==> src/rtl/ring_counter_pkg.sv <==
// Shared types and pattern helpers for the ring/Johnson counter family.
// Helpers work on a fixed maximum width; callers pass their own WIDTH and INIT_POS.
package ring_counter_pkg;

    localparam int unsigned RC_MAX_WIDTH = 64;

    typedef enum logic {RC_RING = 1'b0, RC_JOHNSON = 1'b1} rc_mode_e;
    typedef enum logic {RC_UP = 1'b0, RC_DOWN = 1'b1} rc_dir_e;

    function automatic logic [RC_MAX_WIDTH-1:0] home_pattern(rc_mode_e mode,
                                                             int unsigned init_pos);
        logic [RC_MAX_WIDTH-1:0] p;
        p = '0;
        if (mode == RC_RING) p[init_pos] = 1'b1;
        return p;
    endfunction

    // Johnson legal states are low-aligned or high-aligned runs of ones.
    function automatic logic is_legal(logic [RC_MAX_WIDTH-1:0] q, rc_mode_e mode,
                                      int unsigned width);
        logic [RC_MAX_WIDTH-1:0] mask;
        logic [RC_MAX_WIDTH-1:0] qm;
        logic [RC_MAX_WIDTH-1:0] nq;
        for (int unsigned i = 0; i < RC_MAX_WIDTH; i++) mask[i] = (i < width);
        qm = q & mask;
        nq = ~q & mask;
        if (mode == RC_RING) begin
            return (qm != '0) && ((qm & (qm - 1'b1)) == '0);
        end
        return ((qm & (qm + 1'b1)) == '0) || ((nq & (nq + 1'b1)) == '0);
    endfunction

endpackage

==> src/rtl/rc_legal_check.sv <==
// Combinational legality check of a counter state against the active mode.
module rc_legal_check
    import ring_counter_pkg::*;
#(
    parameter int unsigned WIDTH = 4
) (
    input  logic [WIDTH-1:0] q,
    input  logic             mode,
    output logic             legal
);

    logic [RC_MAX_WIDTH-1:0] q_ext;

    always_comb begin
        q_ext = '0;
        q_ext[WIDTH-1:0] = q;
        legal = is_legal(q_ext, rc_mode_e'(mode), WIDTH);
    end

endmodule

==> src/rtl/ring_counter_param.sv <==
// WIDTH-bit ring / Johnson shift counter with direction, enable, load and wrap pulse.
// Define SELF_CORRECT_EN to force illegal states back to home and pulse err.
module ring_counter_param
    import ring_counter_pkg::*;
#(
    parameter int unsigned WIDTH    = 4,
    parameter int unsigned INIT_POS = 0
) (
    input  logic             clk,
    input  logic             reset,
    input  logic             en,
    input  logic             dir,
    input  logic             mode,
    input  logic             load,
    input  logic [WIDTH-1:0] load_val,
    output logic [WIDTH-1:0] q,
    output logic             wrap,
    output logic             err
);

    logic [WIDTH-1:0] cnt_q, cnt_d;
    logic [WIDTH-1:0] shifted;
    logic [WIDTH-1:0] home_mode, home_modeq;
    logic             wrap_q, wrap_d;
    rc_mode_e         mode_q;
    rc_mode_e         mode_in;

    logic [RC_MAX_WIDTH-1:0] home_mode_w, home_modeq_w;
    logic                    unused_home;

    assign mode_in      = rc_mode_e'(mode);
    assign home_mode_w  = home_pattern(mode_in, INIT_POS);
    assign home_modeq_w = home_pattern(mode_q, INIT_POS);
    assign home_mode    = home_mode_w[WIDTH-1:0];
    assign home_modeq   = home_modeq_w[WIDTH-1:0];
    assign unused_home  = ^{home_mode_w, home_modeq_w};

    always_comb begin
        shifted = cnt_q;
        unique case ({mode_q, rc_dir_e'(dir)})
            {RC_RING, RC_UP}:      shifted = {cnt_q[WIDTH-2:0], cnt_q[WIDTH-1]};
            {RC_RING, RC_DOWN}:    shifted = {cnt_q[0], cnt_q[WIDTH-1:1]};
            {RC_JOHNSON, RC_UP}:   shifted = {cnt_q[WIDTH-2:0], ~cnt_q[WIDTH-1]};
            {RC_JOHNSON, RC_DOWN}: shifted = {~cnt_q[0], cnt_q[WIDTH-1:1]};
            default:               shifted = cnt_q;
        endcase
    end

`ifdef SELF_CORRECT_EN
    logic legal;
    logic err_q, err_d;

    rc_legal_check #(
        .WIDTH(WIDTH)
    ) u_legal (
        .q    (cnt_q),
        .mode (mode_q),
        .legal(legal)
    );
`endif

    always_comb begin
        cnt_d  = cnt_q;
        wrap_d = 1'b0;
`ifdef SELF_CORRECT_EN
        err_d  = 1'b0;
`endif
        if (load) begin
            cnt_d = load_val;
        end else if (mode_in != mode_q) begin
            cnt_d = home_mode;
`ifdef SELF_CORRECT_EN
        end else if (!legal) begin
            cnt_d = home_modeq;
            err_d = 1'b1;
`endif
        end else if (en) begin
            cnt_d  = shifted;
            wrap_d = (shifted == home_modeq);
        end
    end

    always_ff @(posedge clk) begin
        if (!reset) begin
            cnt_q  <= home_mode;
            mode_q <= mode_in;
            wrap_q <= 1'b0;
        end else begin
            cnt_q  <= cnt_d;
            mode_q <= mode_in;
            wrap_q <= wrap_d;
        end
    end

`ifdef SELF_CORRECT_EN
    always_ff @(posedge clk) begin
        if (!reset) err_q <= 1'b0;
        else        err_q <= err_d;
    end
    assign err = err_q;
`else
    assign err = 1'b0;
`endif

    assign q    = cnt_q;
    assign wrap = wrap_q;

endmodule
==> config.mk <==
export PLATFORM = sky130hd
export DESIGN_NAME = ring_counter_param
export DESIGN_NICKNAME = d
export VERILOG_FILES = /design/src/rtl/ring_counter_pkg.sv /design/src/rtl/rc_legal_check.sv /design/src/rtl/ring_counter_param.sv
export SDC_FILE = /design/constraint.sdc
export NUM_CORES = 1
export LEC_CHECK = 0
export ABC_AREA = 1
export CELL_PAD_IN_SITES_DETAIL_PLACEMENT = 1
export CELL_PAD_IN_SITES_GLOBAL_PLACEMENT = 2
export CORE_MARGIN = 3
export CORE_UTILIZATION = 17
export CTS_CLUSTER_DIAMETER = 100
export DETAILED_ROUTE_END_ITERATION = 8
export PLACE_DENSITY_LB_ADDON = 0.1
export SETUP_SLACK_MARGIN = 0.5
export SLEW_MARGIN = 15
export SYNTH_ARGS = -nofsm -noshare
export SYNTH_HDL_FRONTEND = slang
export SYNTH_SLANG_ARGS = --single-unit
==> constraint.sdc <==
create_clock -name clk -period 1.09 [get_ports clk]
set_clock_uncertainty 0.15 [all_clocks]
set_input_delay 0.327 -clock clk [delete_from_list [all_inputs] [get_ports clk]]
set_output_delay 0.327 -clock clk [all_outputs]
set_load 0.005 [all_outputs]
* Yosys cells after proc, flatten, opt, wreduce, memory -nomap -nowiden
Index checks and enable logic that the tools add are counted. Widths: inputs -> output; s select.
Cells by class: bitwise logic cells 4, reduce and logical (&&, ||, !) cells 3, multiplexer cells 7, equality and inequality tests 6
Operators with widths (number):
- $pmux 4 s4 | 1
- $mux 4 | 3
- $eq 2x2->1 const B | 2
- $eq 4x1->1 | 1
- $ne 4x1->1 const B | 1
- $not 1->1 | 4
- $reduce_or 4->1 | 1
- $mux 1 | 3
- $reduce_bool 3->1 | 1
- $eq 2x1->1 const B | 1
- $logic_not 2->1 | 1
- $ne 1x1->1 | 1
Storage, ports and cells: register bits after elaboration 6, word-level logic and storage cells 24, bits of input ports 10, output and inout bits 6

* Longest topological paths before layout
Gate-level depths: netlist of the first run.
depth in word-level cells 6, depth in mapped cells 8, gate-level depth less buffers 8

* Worst setup path after synthesis of the first run
OpenSTA, ideal clock, no wires.
kind register -> register, start register mode_q, end register cnt_q[0] (netlist: q[0]) (data pin), setup time 0.252 ns, slack -0.056 ns, period minus slack after synthesis 1.146 ns, data arrival time 0.744 ns, buffers on the path 0, data required time 0.688 ns, stages on the path, launching flop included 8, cell sequence dfxtp_1 > nand2_1 > nand2_1 > nand2_1 > nand3_1 > nand2_1 > nand2_1 > nand2_1
Between the ends: cells in the longest elaborated chain, start to end 6, elaborated cells between the ends (all ways) 10, those cells by class 4 x eq/ne; 5 x mux; 1 x reduce/logical
Ends and longest elaborated chain:
- from (decl) | line ring_counter_param.sv:25 | rc_mode_e mode_q;
- from (signal assigned) | line ring_counter_param.sv:86 | mode_q <= mode_in;
- from (signal assigned) | line ring_counter_param.sv:90 | mode_q <= mode_in;
- $eq 2x2->1 (tied with other cells) | line ring_counter_param.sv:40 | unique case ({mode_q, rc_dir_e'(dir)})
- $pmux 4 s4 | line ring_counter_param.sv:40
- $mux 4 | line ring_counter_param.sv:77 | end else if (en) begin
- $mux 4 * | line ring_counter_param.sv:70 | end else if (mode_in != mode_q) begin
- $mux 4 * | line ring_counter_param.sv:68 | if (load) begin
- $mux 1 * | line ring_counter_param.sv:84 | if (!reset) begin
- to (signal assigned) | line ring_counter_param.sv:85 | cnt_q <= home_mode;
- to (signal assigned) | line ring_counter_param.sv:89 | cnt_q <= cnt_d;
- to (decl) | line ring_counter_param.sv:21 | logic [WIDTH-1:0] cnt_q, cnt_d;
Mark *: on every way between the ends. The rest lies on a longest branch, timed or not. The select of a mux whose other input is x is not followed. A chain may end at the register's enable or synchronous reset.

* Worst setup path in the final report of the first run
start register cnt_q[0] (netlist: q[0]), end output q[0]
RTL lines:
- to (decl) | line ring_counter_param.sv:16 | output logic [WIDTH-1:0] q,
No word-level cell between the ends.

==> results.json, run 1 <==
{
  "grt_usage_pct": 11.18,
  "synth.distinct_cells": 16,
  "drt-vias-per-instance": 4.198,
  "grt_pass1_wl_um": 2283,
  "worst_ep_arrival_time_ps": 800,
  "timing.critical_path.max_delay_family": "flip-flops",
  "ys_ff_latch": 6,
  "post_route_ant_nets": 0,
  "synth.avg_cell_area_um2": 5.827,
  "synth.yosys.seq_area_share_pct": 31.90,
  "chipHeight_um": 54.99,
  "holdCritPathClass": "input port to register",
  "clkSinkCount": 6,
  "netlist_instances": 70,
  "finalNetCount": 109,
  "period_share_pct": 116.8,
  "hold_buffers": 0,
  "holdWs_ps": 235.4,
  "synth-simple-area-share_pct": 44.17,
  "floorplan.core_area_um2": 2255,
  "postSynthNetCount": 80,
  "violations_in_the_final_reports": "negative setup slack",
  "worst_path_buf_inv": 1,
  "grt_pass1_vias": 544,
  "antenna_cells": 0,
  "drt_drc_violations_left": 0,
  "numPlacedInstances": 119,
  "synth.yosys.warnings": 0,
  "peakVddDrop_mv": 0.4965,
  "postLayoutSetupSlackWorst_ps": -182.9,
  "synth_xor_xnor_area_share_pct": 0,
  "ff_latch_area_um2": 138.9,
  "critical_path.endpoint_type": "output pin",
  "fp.dieW_um": 54.99,
  "synth_top_family_by_area": "simple AND/OR/NAND/NOR gates",
  "hold_fails_final_rpt": 0,
  "h-tree-depth": 1,
  "clk_latency_ps": 250,
  "via_count": 529,
  "io-pin-count": 16,
  "cp-start-kind": "register",
  "detail_route.wl_per_cell_um": 10.86,
  "drv.max_cap_violation_count": 0,
  "critical_path.slowest_cell": "edfxtp_1",
  "total_area_of_multi_input_combinational_cells_um2": 294.0,
  "synth_compound_area_share_pct": 11.96,
  "cts-buffers-inserted": 3,
  "cp.required_ps": 610,
  "placementRows": 17,
  "most_frequent_standard_cell_in_the_layout_excluding_fill_and_tap_cells": "nand2_1",
  "drt_iter0_drc": 2,
  "layout-drive-gt1-share_pct": 45.92,
  "crit_chain": "buf_2",
  "mappedNetlistArea_um2": 407.9,
  "grt_start_max_net_pins": 8,
  "cts.root.buffer_cell": "clkbuf_4",
  "grt-ovfl-total": 0,
  "finalSetupViolCount": 10,
  "critical_path_class": "register to output pin",
  "hpwlAfterDp_um": 1138,
  "finalWorstPathRequiredPeriod_ps": 1273,
  "finalMaxSlewViolations": 0,
  "highest_count_cells_in_the_layout_ignoring_fill_and_taps": "nand2_1, buf_4, nand2_2, inv_1",
  "max_clock_freq_mhz": 785.6,
  "wl_um": 1368,
  "power_dens_cells_nw_per_um2": 953.9,
  "worst-path-max-fanout": 2,
  "total_power_uw": 716.1,
  "cts_max_path_buffers": 2,
  "place.gp.congestion": 0.6803,
  "floorplan.initialDensity_pct": 18.09,
  "syn2layout_area_growth_pct": 84.05,
  "synthAdderAreaFrac_pct": 0,
  "unrepaired_setup_endpoints_after_global_routing": "yes",
  "place.port_buffers": 14,
  "clkTransAtPathRegs_ps": 50,
  "tritoncts": "yes",
  "pre_cts_slack_ps": -620.0,
  "fp.dieArea_um2": 3023,
  "leakage_nw": 0.3622,
  "antenna_violations_before_repair": 0,
  "stdcell_count": 126,
  "number_of_optimization_iterations_in_the_first_detailed_route_pass": 2,
  "outcome": "finished, violations left",
  "critical-path-max-stage-delay_ps": 400,
  "nFillCells": 299,
  "yosys-mux-area-fraction_pct": 0
}
area by class of cell:
type	instances	share of cell area, %
Multi-Input combinational cell	53	39.17
Tap cell	28	4.667
Inverter	10	5.333
Sequential cell	6	18.50
Clock buffer	4	3.500
Timing Repair Buffer	25	28.83
cells by family after synthesis:
group,after synthesis
AO/OA/AOI/OAI,9
buffers and inverters,11
flip-flops,6
other,1
AND/OR/NAND/NOR,43
path summary, 6_finish.rpt:
kind | slack, ps | start | cells past startpoint | to
setup reg to reg | -140 | mode_q | 8 | q[0]
hold / removal | 240 | mode | 1 | mode_q
setup / recovery | -180 | q[0] | 1 | q[0]
hold reg to reg | 470 | q[2] | 3 | q[2]
state kept, by name, summed over array words and instances (netlist names):
register  count
wrap          1
q             4
mode_q        1
through the flow:
stage	util, %	setup TNS [ps]	instance area (um2)
global route	33.30	-1416	750.7
CTS	31.13	-1038	701.9
finish	33.30	-831.9	750.7
detailed placement	28.80	-4445	649.4
floorplan	-	-12.02	421.7
global placement	28.80	-4468	649.4
per-layer routing:
metal  global-route usage, %  vias to the layer above  share of wire [%]  wire length, um
li1                        -                      276                  -                -
met1                   13.50                      239                 47              637
met2                   18.31                       12                 48              653
met3                   2.413                        2                4.7               64
met4                   6.073                        0               0.88               12
met5                       0                        -                  0                0
synth_stat cells (all sizes together):
cell | instances | area [um2]
conb | 1 | 3.750
nand4 | 1 | 6.260
a21oi | 5 | 25.02
nand2 | 27 | 103.9
o221ai | 1 | 8.760
nor2 | 7 | 28.78
dfxtp | 5 | 100.1
edfxtp | 1 | 30.03
buf | 1 | 7.510
nand3 | 7 | 35.03
o21ai | 3 | 15.01
or2 | 1 | 6.260
inv | 10 | 37.53
what timing repair did:
action / 4_1_cts / 5_1_grt
buffers inserted: 1 / 2
pin swaps: 4 / 5
endpoints found under the setup margin: 12 / 11
gates resized for setup: 43 / 11
power breakdown:
| part | total [mW] | internal (mW) | switching, mW |
|---|---|---|---|
| clock | 0.225 | 0.139 | 0.0862 |
| combinational | 0.235 | 0.121 | 0.114 |
| sequential | 0.256 | 0.242 | 0.0139 |
Note: power is estimated with default switching activity, not from simulation.
==> inputs of run 2 (changes only) <==
--- a/config.mk
+++ b/config.mk
@@ -5,16 +5,15 @@
 export SDC_FILE = /design/constraint.sdc
 export NUM_CORES = 1
 export LEC_CHECK = 0
-export ABC_AREA = 1
+export ABC_CLOCK_PERIOD_IN_PS = 1090
 export CELL_PAD_IN_SITES_DETAIL_PLACEMENT = 1
 export CELL_PAD_IN_SITES_GLOBAL_PLACEMENT = 2
 export CORE_MARGIN = 3
-export CORE_UTILIZATION = 17
+export CORE_UTILIZATION = 21
 export CTS_CLUSTER_DIAMETER = 100
 export DETAILED_ROUTE_END_ITERATION = 8
 export PLACE_DENSITY_LB_ADDON = 0.1
 export SETUP_SLACK_MARGIN = 0.5
-export SLEW_MARGIN = 15
 export SYNTH_ARGS = -nofsm -noshare
 export SYNTH_HDL_FRONTEND = slang
 export SYNTH_SLANG_ARGS = --single-unit
==> run 2 against run 1 <==
Effect of this change:
- the run still ends with negative setup slack left
- sequential power about the same
- combinational power is essentially flat
- non-clock buffer count stayed put
- sequential cell count unchanged
- hold slack lost 86 ps
- via count shrank 24%
- worst setup slack worse by 55 ps
- critical path depth up 3
- sequential share of layout area grew 0.47 points
- routed wire length shrank 12%
==> results.json, run 2 <==
{
  "power_dens_cells_nw_per_um2": 988.7,
  "clkSinkCount": 6,
  "ys_ff_latch": 6,
  "syn2layout_area_growth_pct": 69.08,
  "critical_path.slowest_cell": "edfxtp_1",
  "postLayoutSetupSlackWorst_ps": -237.7,
  "finalNetCount": 81,
  "critical_path_class": "register to register",
  "io-pin-count": 16,
  "drt-vias-per-instance": 4.253,
  "pre_cts_slack_ps": -816.9,
  "drt_drc_violations_left": 0,
  "holdCritPathClass": "input port to register",
  "synthTopCellsByArea": "dfxtp_1, buf_6, mux2i_1",
  "hold_buffers": 0,
  "leakage_nw": 0.3093,
  "power.net_switching_uw": 207.7,
  "fp.dieArea_um2": 2642,
  "cts.root.buffer_cell": "clkbuf_4",
  "finalMaxSlewViolations": 0,
  "postSynthNetCount": 56,
  "pwr-share-seq_pct": 35.2,
  "synth_xor_xnor_area_share_pct": 10.40,
  "clk_latency_ps": 250,
  "cts-buffers-inserted": 3,
  "placed_area_um2": 675.6,
  "hold_fails_final_rpt": 0,
  "via_count": 404,
  "nFillCells": 230,
  "cp.required_ps": 1090,
  "grt_pass1_vias": 435,
  "grt_pass1_wl_um": 2007,
  "violations_in_the_final_reports": "negative setup slack",
  "grt_start_max_net_pins": 10,
  "floorplan.core_area_um2": 1839,
  "wl_um": 1205,
  "synth_top_family_by_area": "compound AO/OA/AOI/OAI gates",
  "most_frequent_standard_cell_in_the_layout_excluding_fill_and_tap_cells": "buf_4",
  "clockPowerShare_pct": 32.0,
  "synth_common_cells": "dfxtp_1, nor2_1, nand2_1",
  "unrepaired_setup_endpoints_after_global_routing": "yes",
  "synth.avg_cell_area_um2": 9.411,
  "period_share_pct": 121.8,
  "gr_layer_usage_met3_pct": 3.499,
  "power_frac_comb_pct": 32.8,
  "use_met2_pct": 14.83,
  "mappedNetlistArea_um2": 432.9,
  "worst-path-max-fanout": 3,
  "synth.largest_area_cell": "dfxtp_1",
  "synth-simple-area-share_pct": 16.47,
  "detail_route.wl_per_cell_um": 12.68,
  "chipHeight_um": 51.41,
  "yosys-mux-area-fraction_pct": 6.936,
  "crit_chain": "buf_6 > xor2_2 > o2bb2ai_2 > o41ai_2",
  "placementRows": 15,
  "synth_largest_type_area_fraction_pct": 23.12,
  "critical_path.endpoint_type": "register",
  "drv.max_cap_violation_count": 0,
  "postSynth.topFlopCell": "dfxtp_1",
  "total_power_uw": 723.7,
  "finalInstanceArea_um2": 732.0,
  "peakVddDrop_mv": 0.4237,
  "synthAdderAreaFrac_pct": 0,
  "swShare_pct": 28.70,
  "tritoncts": "yes",
  "grt_util_met1_pct": 13.49,
  "hpwlAfterDp_um": 971.1,
  "h-tree-depth": 1,
  "grt_usage_pct": 10.68,
  "number_of_optimization_iterations_in_the_first_detailed_route_pass": 2,
  "critical-path-max-stage-delay_ps": 410,
  "post_route_ant_nets": 0,
  "outcome": "finished, violations left",
  "max_clock_freq_mhz": 753.2,
  "fp.dieW_um": 51.41,
  "synth.yosys.warnings": 0,
  "synth.distinct_cells": 26,
  "global_routing_s_busiest_layer": "met2",
  "synth_compound_area_share_pct": 23.99,
  "internal_power_uw": 516.0,
  "number_of_flip_flops_in_the_largest_register": 4,
  "finalSetupViolCount": 11,
  "async_reset_ff_share_pct": 0,
  "grt-ovfl-total": 0,
  "synth_enable_flop_cells": 1,
  "synth.yosys.seq_area_share_pct": 30.06,
  "place.port_buffers": 14,
  "highest_count_cells_in_the_layout_ignoring_fill_and_taps": "buf_4, buf_6",
  "worst_ep_arrival_time_ps": 1330,
  "cp-start-kind": "register",
  "drt_iter0_drc": 5,
  "netlist_instances": 46,
  "clkTransAtPathRegs_ps": 50,
  "antenna_violations_before_repair": 0,
  "place.gp.congestion": 0.7917,
  "floorplan.initialDensity_pct": 23.54,
  "layout-drive-gt1-share_pct": 48.57,
  "finalWorstPathRequiredPeriod_ps": 1328,
  "timing.setup.tns_ps": -1707,
  "antenna_cells": 0,
  "cts.repair_timing.setup_buffer_count": 0,
  "cts_max_path_buffers": 2
}
==> run 2: cell types whose count changed after synthesis, moves of 3 or more <==
cell	change
nand3_1	-6
buf_6	+3
a21oi_1	-3
nand2_1	-22
mux2i_1	+3
inv_1	-8
==> run 2: cell families after synthesis <==
kind of cell           after synthesis
AND/OR/NAND/NOR                     14
AO/OA/AOI/OAI                       13
flip-flops                           6
buffers and inverters                6
XOR/XNOR                             3
multiplexers                         3
other                                1
==> run 2: layer usage <==
metal,vias up,part of all wire [%]
met2,14,43
met4,0,2.4
met1,175,49
met3,2,5.9
li1,213,-
met5,-,0
==> run 2: final timing paths <==
path              startpoint  endpoint  slack [ps]  cells past startpoint
hold / removal          mode    mode_q         150                      2
setup reg to reg        q[0]      q[3]        -240                      4
hold reg to reg         q[2]      q[2]         540                      3
setup / recovery        q[0]      q[3]        -240                      4
==> run 2: worst max-delay path: cells and delay by family, from the launching register on <==
kind | cells | cell delay, ps
xor+xnor | 1 | 130
compound gates | 2 | 380
flops | 1 | 410
buf+inv | 1 | 160
==> run 2: area by class of cell <==
type / count / area, um2 / area share (%)
repair buffers: 25 / 244.0 / 33.33
inverters: 1 / 3.754 / 0.5128
well taps: 25 / 31.28 / 4.274
flip-flops and latches: 6 / 138.9 / 18.97
multi-input cells: 34 / 287.8 / 39.32
clock buffers: 4 / 26.28 / 3.590
==> run 2: stage by stage <==
stage	instances	hold slack, ps	util (%)
2_1_floorplan	46	204.7	-
3_3_place_gp	91	501.8	36.73
3_5_place_dp	91	511.5	36.73
4_1_cts	95	147.4	37.76
5_1_grt	95	141.8	39.80
6_report	95	149.6	39.80
==> run 2: what timing repair did <==
item                       in CTS  in global routing
pin swaps                       3                  3
resized for setup              37                  6
setup endpoints to repair      12                 11
gates cloned                    0                  0
==> run 2: power by group through the flow <==
| stage | Sequential [mW] | Combinational [mW] | Clock, mW |
|---|---|---|---|
| after floorplan | 0.263 | 0.0996 | 0 |
| after detailed placement | 0.257 | 0.228 | 0 |
| after CTS | 0.254 | 0.222 | 0.249 |
| after global routing | 0.256 | 0.257 | 0.264 |
| after global placement | 0.255 | 0.226 | 0 |
| final | 0.255 | 0.238 | 0.231 |
